==> src/rtl/jac18_pkg.sv <==
// Shared definitions for the Jac1-8 core: opcode map, ALU status bit positions and the
// fetch/execute sequencer state type.
package jac18_pkg;

    localparam int unsigned NUM_OPCODE_BITS = 5;
    localparam int unsigned NUM_STATUS_BITS = 3;

    // Opcode map (instruction[15:11]); 5'h11..5'h1F are reserved and execute as NOP.
    localparam logic [NUM_OPCODE_BITS-1:0] Op_NOP  = 5'h00;
    localparam logic [NUM_OPCODE_BITS-1:0] Op_MOV  = 5'h01;
    localparam logic [NUM_OPCODE_BITS-1:0] Op_ADD  = 5'h02;
    localparam logic [NUM_OPCODE_BITS-1:0] Op_SUB  = 5'h03;
    localparam logic [NUM_OPCODE_BITS-1:0] Op_AND  = 5'h04;
    localparam logic [NUM_OPCODE_BITS-1:0] Op_OR   = 5'h05;
    localparam logic [NUM_OPCODE_BITS-1:0] Op_XOR  = 5'h06;
    localparam logic [NUM_OPCODE_BITS-1:0] Op_NOT  = 5'h07;
    localparam logic [NUM_OPCODE_BITS-1:0] Op_SHL  = 5'h08;
    localparam logic [NUM_OPCODE_BITS-1:0] Op_SHR  = 5'h09;
    localparam logic [NUM_OPCODE_BITS-1:0] Op_LDI  = 5'h0A;
    localparam logic [NUM_OPCODE_BITS-1:0] Op_GOTO = 5'h0B;
    localparam logic [NUM_OPCODE_BITS-1:0] Op_IFZ  = 5'h0C;
    localparam logic [NUM_OPCODE_BITS-1:0] Op_IFNZ = 5'h0D;
    localparam logic [NUM_OPCODE_BITS-1:0] Op_IFEQ = 5'h0E;
    localparam logic [NUM_OPCODE_BITS-1:0] Op_IFST = 5'h0F;
    localparam logic [NUM_OPCODE_BITS-1:0] Op_IFGT = 5'h10;
    localparam logic [NUM_OPCODE_BITS-1:0] Op_RSV_FIRST = 5'h11;
    localparam logic [NUM_OPCODE_BITS-1:0] Op_RSV_LAST  = 5'h1F;

    // ALU status bit positions
    localparam int unsigned ST_Z  = 0;
    localparam int unsigned ST_LT = 1;
    localparam int unsigned ST_GT = 2;

    typedef enum logic [1:0] {
        IDLE,
        FETCH,
        DECODE,
        EXEC
    } seq_state_t;

endpackage

==> src/rtl/branch_cond.sv <==
// Skip-condition evaluation for the IFxx family: flags whether the opcode is conditional and
// whether its condition holds for the given ALU status.
module branch_cond
    import jac18_pkg::*;
#(
    parameter int unsigned NumOpCodeBits = NUM_OPCODE_BITS,
    parameter int unsigned NumStatusBits = NUM_STATUS_BITS
) (
    input  logic [NumOpCodeBits-1:0] opcode,
    input  logic [NumStatusBits-1:0] status,
    output logic                     is_cond,
    output logic                     cond_true
);

    // Decode the conditional opcodes and their flag tests
    always_comb begin
        is_cond   = 1'b0;
        cond_true = 1'b0;
        case (opcode)
            NumOpCodeBits'(Op_IFZ): begin
                is_cond   = 1'b1;
                cond_true = status[ST_Z];
            end
            NumOpCodeBits'(Op_IFNZ): begin
                is_cond   = 1'b1;
                cond_true = ~status[ST_Z];
            end
            NumOpCodeBits'(Op_IFEQ): begin
                is_cond   = 1'b1;
                cond_true = status[ST_Z];
            end
            NumOpCodeBits'(Op_IFST): begin
                is_cond   = 1'b1;
                cond_true = status[ST_LT];
            end
            NumOpCodeBits'(Op_IFGT): begin
                is_cond   = 1'b1;
                cond_true = status[ST_GT];
            end
            default: begin
                is_cond   = 1'b0;
                cond_true = 1'b0;
            end
        endcase
    end

endmodule

==> src/rtl/pc_sequencer.sv <==
// Fetch/execute controller for the Jac1-8 core. Owns the PC, fetches instruction words over a
// req/ack handshake, holds them for the decoder and strobes exec_en once per instruction.
// Optional feature: define DEBUG_STEP_EN to add a single-step input (step).
module pc_sequencer
    import jac18_pkg::*;
#(
    parameter int unsigned         PC_WIDTH          = 8,
    parameter int unsigned         PROGRAM_DataWidth = 16,
    parameter int unsigned         NumOpCodeBits     = NUM_OPCODE_BITS,
    parameter int unsigned         NumStatusBits     = NUM_STATUS_BITS,
    parameter logic [PC_WIDTH-1:0] RESET_VECTOR      = '0
) (
    input  logic                         clk,
    input  logic                         rst_n,
    input  logic                         run,
`ifdef DEBUG_STEP_EN
    input  logic                         step,
`endif
    output logic                         imem_req,
    output logic [PC_WIDTH-1:0]          imem_addr,
    input  logic                         imem_ack,
    input  logic [PROGRAM_DataWidth-1:0] imem_data,
    output logic [PROGRAM_DataWidth-1:0] instr,
    input  logic [NumOpCodeBits-1:0]     opcode,
    input  logic [PC_WIDTH-1:0]          literal_adr,
    input  logic                         cnt_wr_en,
    input  logic [NumStatusBits-1:0]     status,
    output logic                         exec_en,
    output logic [PC_WIDTH-1:0]          pc,
    output logic                         busy
);

    seq_state_t                   state_q, state_d;
    logic [PC_WIDTH-1:0]          pc_q, pc_d;
    logic [PROGRAM_DataWidth-1:0] instr_q, instr_d;
    logic                         is_cond, cond_true;
    logic                         start;

`ifdef DEBUG_STEP_EN
    logic step_q;

    // Edge-detect step so a held-high step still runs only one instruction
    always_ff @(posedge clk or negedge rst_n) begin
        if (!rst_n) begin
            step_q <= 1'b0;
        end else begin
            step_q <= step;
        end
    end

    assign start = run | (step & ~step_q);
`else
    assign start = run;
`endif

    branch_cond #(
        .NumOpCodeBits (NumOpCodeBits),
        .NumStatusBits (NumStatusBits)
    ) u_branch_cond (
        .opcode    (opcode),
        .status    (status),
        .is_cond   (is_cond),
        .cond_true (cond_true)
    );

    // State, PC and instruction registers
    always_ff @(posedge clk or negedge rst_n) begin
        if (!rst_n) begin
            state_q <= IDLE;
            pc_q    <= RESET_VECTOR;
            instr_q <= '0;
        end else begin
            state_q <= state_d;
            pc_q    <= pc_d;
            instr_q <= instr_d;
        end
    end

    // Next-state, PC update and instruction capture
    always_comb begin
        state_d = state_q;
        pc_d    = pc_q;
        instr_d = instr_q;
        unique case (state_q)
            IDLE: begin
                if (start) begin
                    state_d = FETCH;
                end
            end
            FETCH: begin
                if (imem_ack) begin
                    instr_d = imem_data;
                    state_d = DECODE;
                end
            end
            DECODE: begin
                state_d = EXEC;
            end
            EXEC: begin
                // Status is only looked at here; GOTO overrides any skip decision
                if (cnt_wr_en) begin
                    pc_d = literal_adr;
                end else if (is_cond && !cond_true) begin
                    pc_d = pc_q + PC_WIDTH'(2);
                end else begin
                    pc_d = pc_q + PC_WIDTH'(1);
                end
                state_d = run ? FETCH : IDLE;
            end
            default: begin
                state_d = IDLE;
            end
        endcase
    end

    // Outputs decoded from the registered state
    always_comb begin
        imem_req  = (state_q == FETCH);
        imem_addr = (state_q == FETCH) ? pc_q : '0;
        exec_en   = (state_q == EXEC);
        busy      = (state_q != IDLE);
        instr     = instr_q;
        pc        = pc_q;
    end

endmodule

==> config.mk <==
export PLATFORM = sky130hd
export DESIGN_NAME = pc_sequencer
export DESIGN_NICKNAME = d
export VERILOG_FILES = /design/src/rtl/jac18_pkg.sv /design/src/rtl/branch_cond.sv /design/src/rtl/pc_sequencer.sv
export SDC_FILE = /design/constraint.sdc
export NUM_CORES = 1
export LEC_CHECK = 0
export BUFFER_PORTS_ARGS = -buffer_cell sky130_fd_sc_hd__buf_2
export CAP_MARGIN = 20
export CORE_MARGIN = 2
export CORE_UTILIZATION = 40
export DETAILED_ROUTE_END_ITERATION = 7
export GPL_TIMING_DRIVEN = 0
export PLACE_DENSITY = 0.76
export SETUP_SLACK_MARGIN = 0.02
export SLEW_MARGIN = 10
export SYNTH_ARGS = -nofsm -noshare
export SYNTH_HDL_FRONTEND = slang
export SYNTH_SLANG_ARGS = --single-unit
==> constraint.sdc <==
create_clock -name clk -period 1.8 [get_ports clk]
set_input_delay 0.27 -clock clk [delete_from_list [all_inputs] [get_ports clk]]
set_output_delay 0.27 -clock clk [all_outputs]
set_load 0.1 [all_outputs]
==> impl_metrics.toml <==
[min_path]
min_from = "imem_data[1]"
hold_class = "primary input to register"
whs_path_depth = 2

[synth]
synth_area_per_cell_um2 = 11.00
async_reset_ff_share_pct = 100.0
synth.area.top_cells = "dfrtp_1 (46%), mux2_2 (14%), ha_1 (5.3%)"
ys_top_cells_by_count = "dfrtp_1 (26), mux2_2 (17), nand2_1 (11)"
ys_seq_elements = 26
syn-num-nets = 171
ys_warn_count = 0
synth_area_leader_cell = "dfrtp_1"
synth_top_cell_area_share_pct = 46.22
synthDistinctLibCells = 38
seq_area_frac_synth_pct = 46.22
synth_area_um2 = 1408
synth_edf_count = 0
synth.most_common_cell = "dfrtp_1"
ys.flop_type = "dfrtp_1"
postSynthCellCount = 128

[placement]
place_hpwl_um = 2504
dp_slack_ns = 0.05058
gp_congestion = 0.7938
dp.cells = 244
port_buffers = 70

[sta]
rsz0062_at_grt = "yes"
maxSlewViolCount = 0
period_share_pct = 101.9
finalHoldViolations = 0
tightest_slew_ns = 0.5723
relSlewSlack_pct = 61.85
max_freq_mhz = 545.2
clock-skew-final_ns = 0.006902
finalWorstSetupSlack_ns = -0.03403
setup_tns_ns = -0.09248
min_period_ns = 1.834
setup_viol = 3
hold_ws_ns = 0.1614

[finish]
areaGrowthSynthToFinish_pct = 52.09
drive_above_1_share_pct = 60.87
antenna_cells = 0
finalNonFillerCells = 253
num-fill-cells = 292
ff_latch_area_um2 = 660.6
multi_input_comb_area_um2 = 774.5
layout.nets = 251

[floorplan]
io_pins = 72
die_area_um2 = 4009
fp.dieH_um = 63.32
die_w_um = 63.32
fp.coreArea_um2 = 3363
std_cell_rows = 21
start_util_pct = 41.85

[grt]
grt_overflow = 0
grt_pass1_wl_um = 5658
antenna_found_initial = 0
grt_usage_pct = 17.70
grt_start_max_net_pins = 27
grt_pass1_vias = 1248

[run_status]
outcome = "complete, but fails checks"
violations = "negative setup slack"

[critical_path]
cp-start-kind = "register"
crit_start = "state_q[0]"
r2r_cells = 5
critical_path_required_ns = 1.53
cp-end-kind = "primary output"
critical_path_class = "register to primary output"
crit_fanout = 4
r2r_start = "state_q[0]"
crit_arrival_ns = 1.56

[route]
wl_um = 3438
dr.pass1.iters = 4
remaining_drc_errors = 0
ant_nets = 0
first_iter_violations = 31
vias = 1293
wire_per_inst_um = 13.59
vias_per_cell = 5.111

[clocking]
htree_levels = 1
cts_root_buf = "clkbuf_4"
cts_sinks = 26
cts_buffers = 3
clk_latency_ns = 0.33
tritoncts = "built"
cts_max_path_buffers = 2
clk_pin_slew_worst_paths_ns = 0.15

[job]
maxCapViolCount = 0
## kinds of logic (layout without fill, tap and decap cells)
logic type	Yosys count	after routing	share of synthesized area (%)
mux	19	19	15.02
simple gates	37	37	14.13
buf+inv	11	90	3.467
flops	26	26	46.22
fa+ha+maj	6	6	5.333
compound gates	28	28	15.20
xor+xnor	1	1	0.6223
## what timing repair did
action / CTS / global route
gates resized for setup: 40 / 5
pin swaps: 2 / 1
setup buffers: 4 / 0
hold buffers: 1 / 0
endpoints found under the setup margin: 11 / 22
hold endpoints to repair: 26 / 0
## final timing paths
path	endpoint	slack (ns)
worst max-delay path	imem_addr[7]	-0.03
worst min-delay path	instr[1]	0.16
worst max register to register	state_q[1]	0.09
worst min register to register	instr[15]	0.52
max in group asynchronous	pc[4]	0.94
min in group asynchronous	instr[0]	0.45
## layout by cell type (no fill, tap or decap), types with 3 or more instances in the layout
cell       n
mux2_2    17
inv_1      4
nand2_1   11
a21oi_1    4
clkbuf_4   4
nand3b_1   4
buf_2     60
ha_1       3
nor2_1     3
buf_12     9
dfrtp_1   18
and2_4     5
dfrtp_2    8
nor2_4     3
buf_6      3
o21ai_0    6
buf_4      3
## final cells by class
class,count,area share [%]
Tap cell,46,2.688
Clock buffer,3,1.052
Inverter,8,1.753
Buffer,3,1.052
Sequential cell,26,30.86
Timing Repair Buffer,75,25.01
Clock inverter,1,1.403
Multi-Input combinational cell,91,36.18
## per-layer routing
| layer | wire [µm] | GRT usage (%) | part of all wire (%) | vias to the layer above |
|---|---|---|---|---|
| met2 | 1757 | 31.32 | 51 | 48 |
| met3 | 238 | 5.536 | 6.9 | 5 |
| met1 | 1420 | 20.96 | 41 | 622 |
| met4 | 21 | 3.804 | 0.61 | 0 |
| met5 | 0 | 0 | 0 | - |
| li1 | - | - | - | 618 |
## stage by stage
stage / cell area [µm²] / utilization, %
final: 2141 / 63.65
after global routing: 2141 / 63.65
after CTS: 2123 / 63.13
after detailed placement: 1883 / 55.99
after global placement: 1883 / 55.99
after floorplan: 1475 / -
## state kept, by name, indices dropped and copies added (netlist names)
signal / cells
pc: 8
instr: 16
state_q: 2
## worst max-delay path: stages (launching register included)
cell and delay, ns:
dfrtp_1 0.47, ha_4 0.22, clkinvlp_4 0.20, nor2_4 0.15
buf_12 0.18
Power is left out: the tool's default activity adds up to more than one toggle a clock period on the data nets, which glitch-free logic cannot reach.
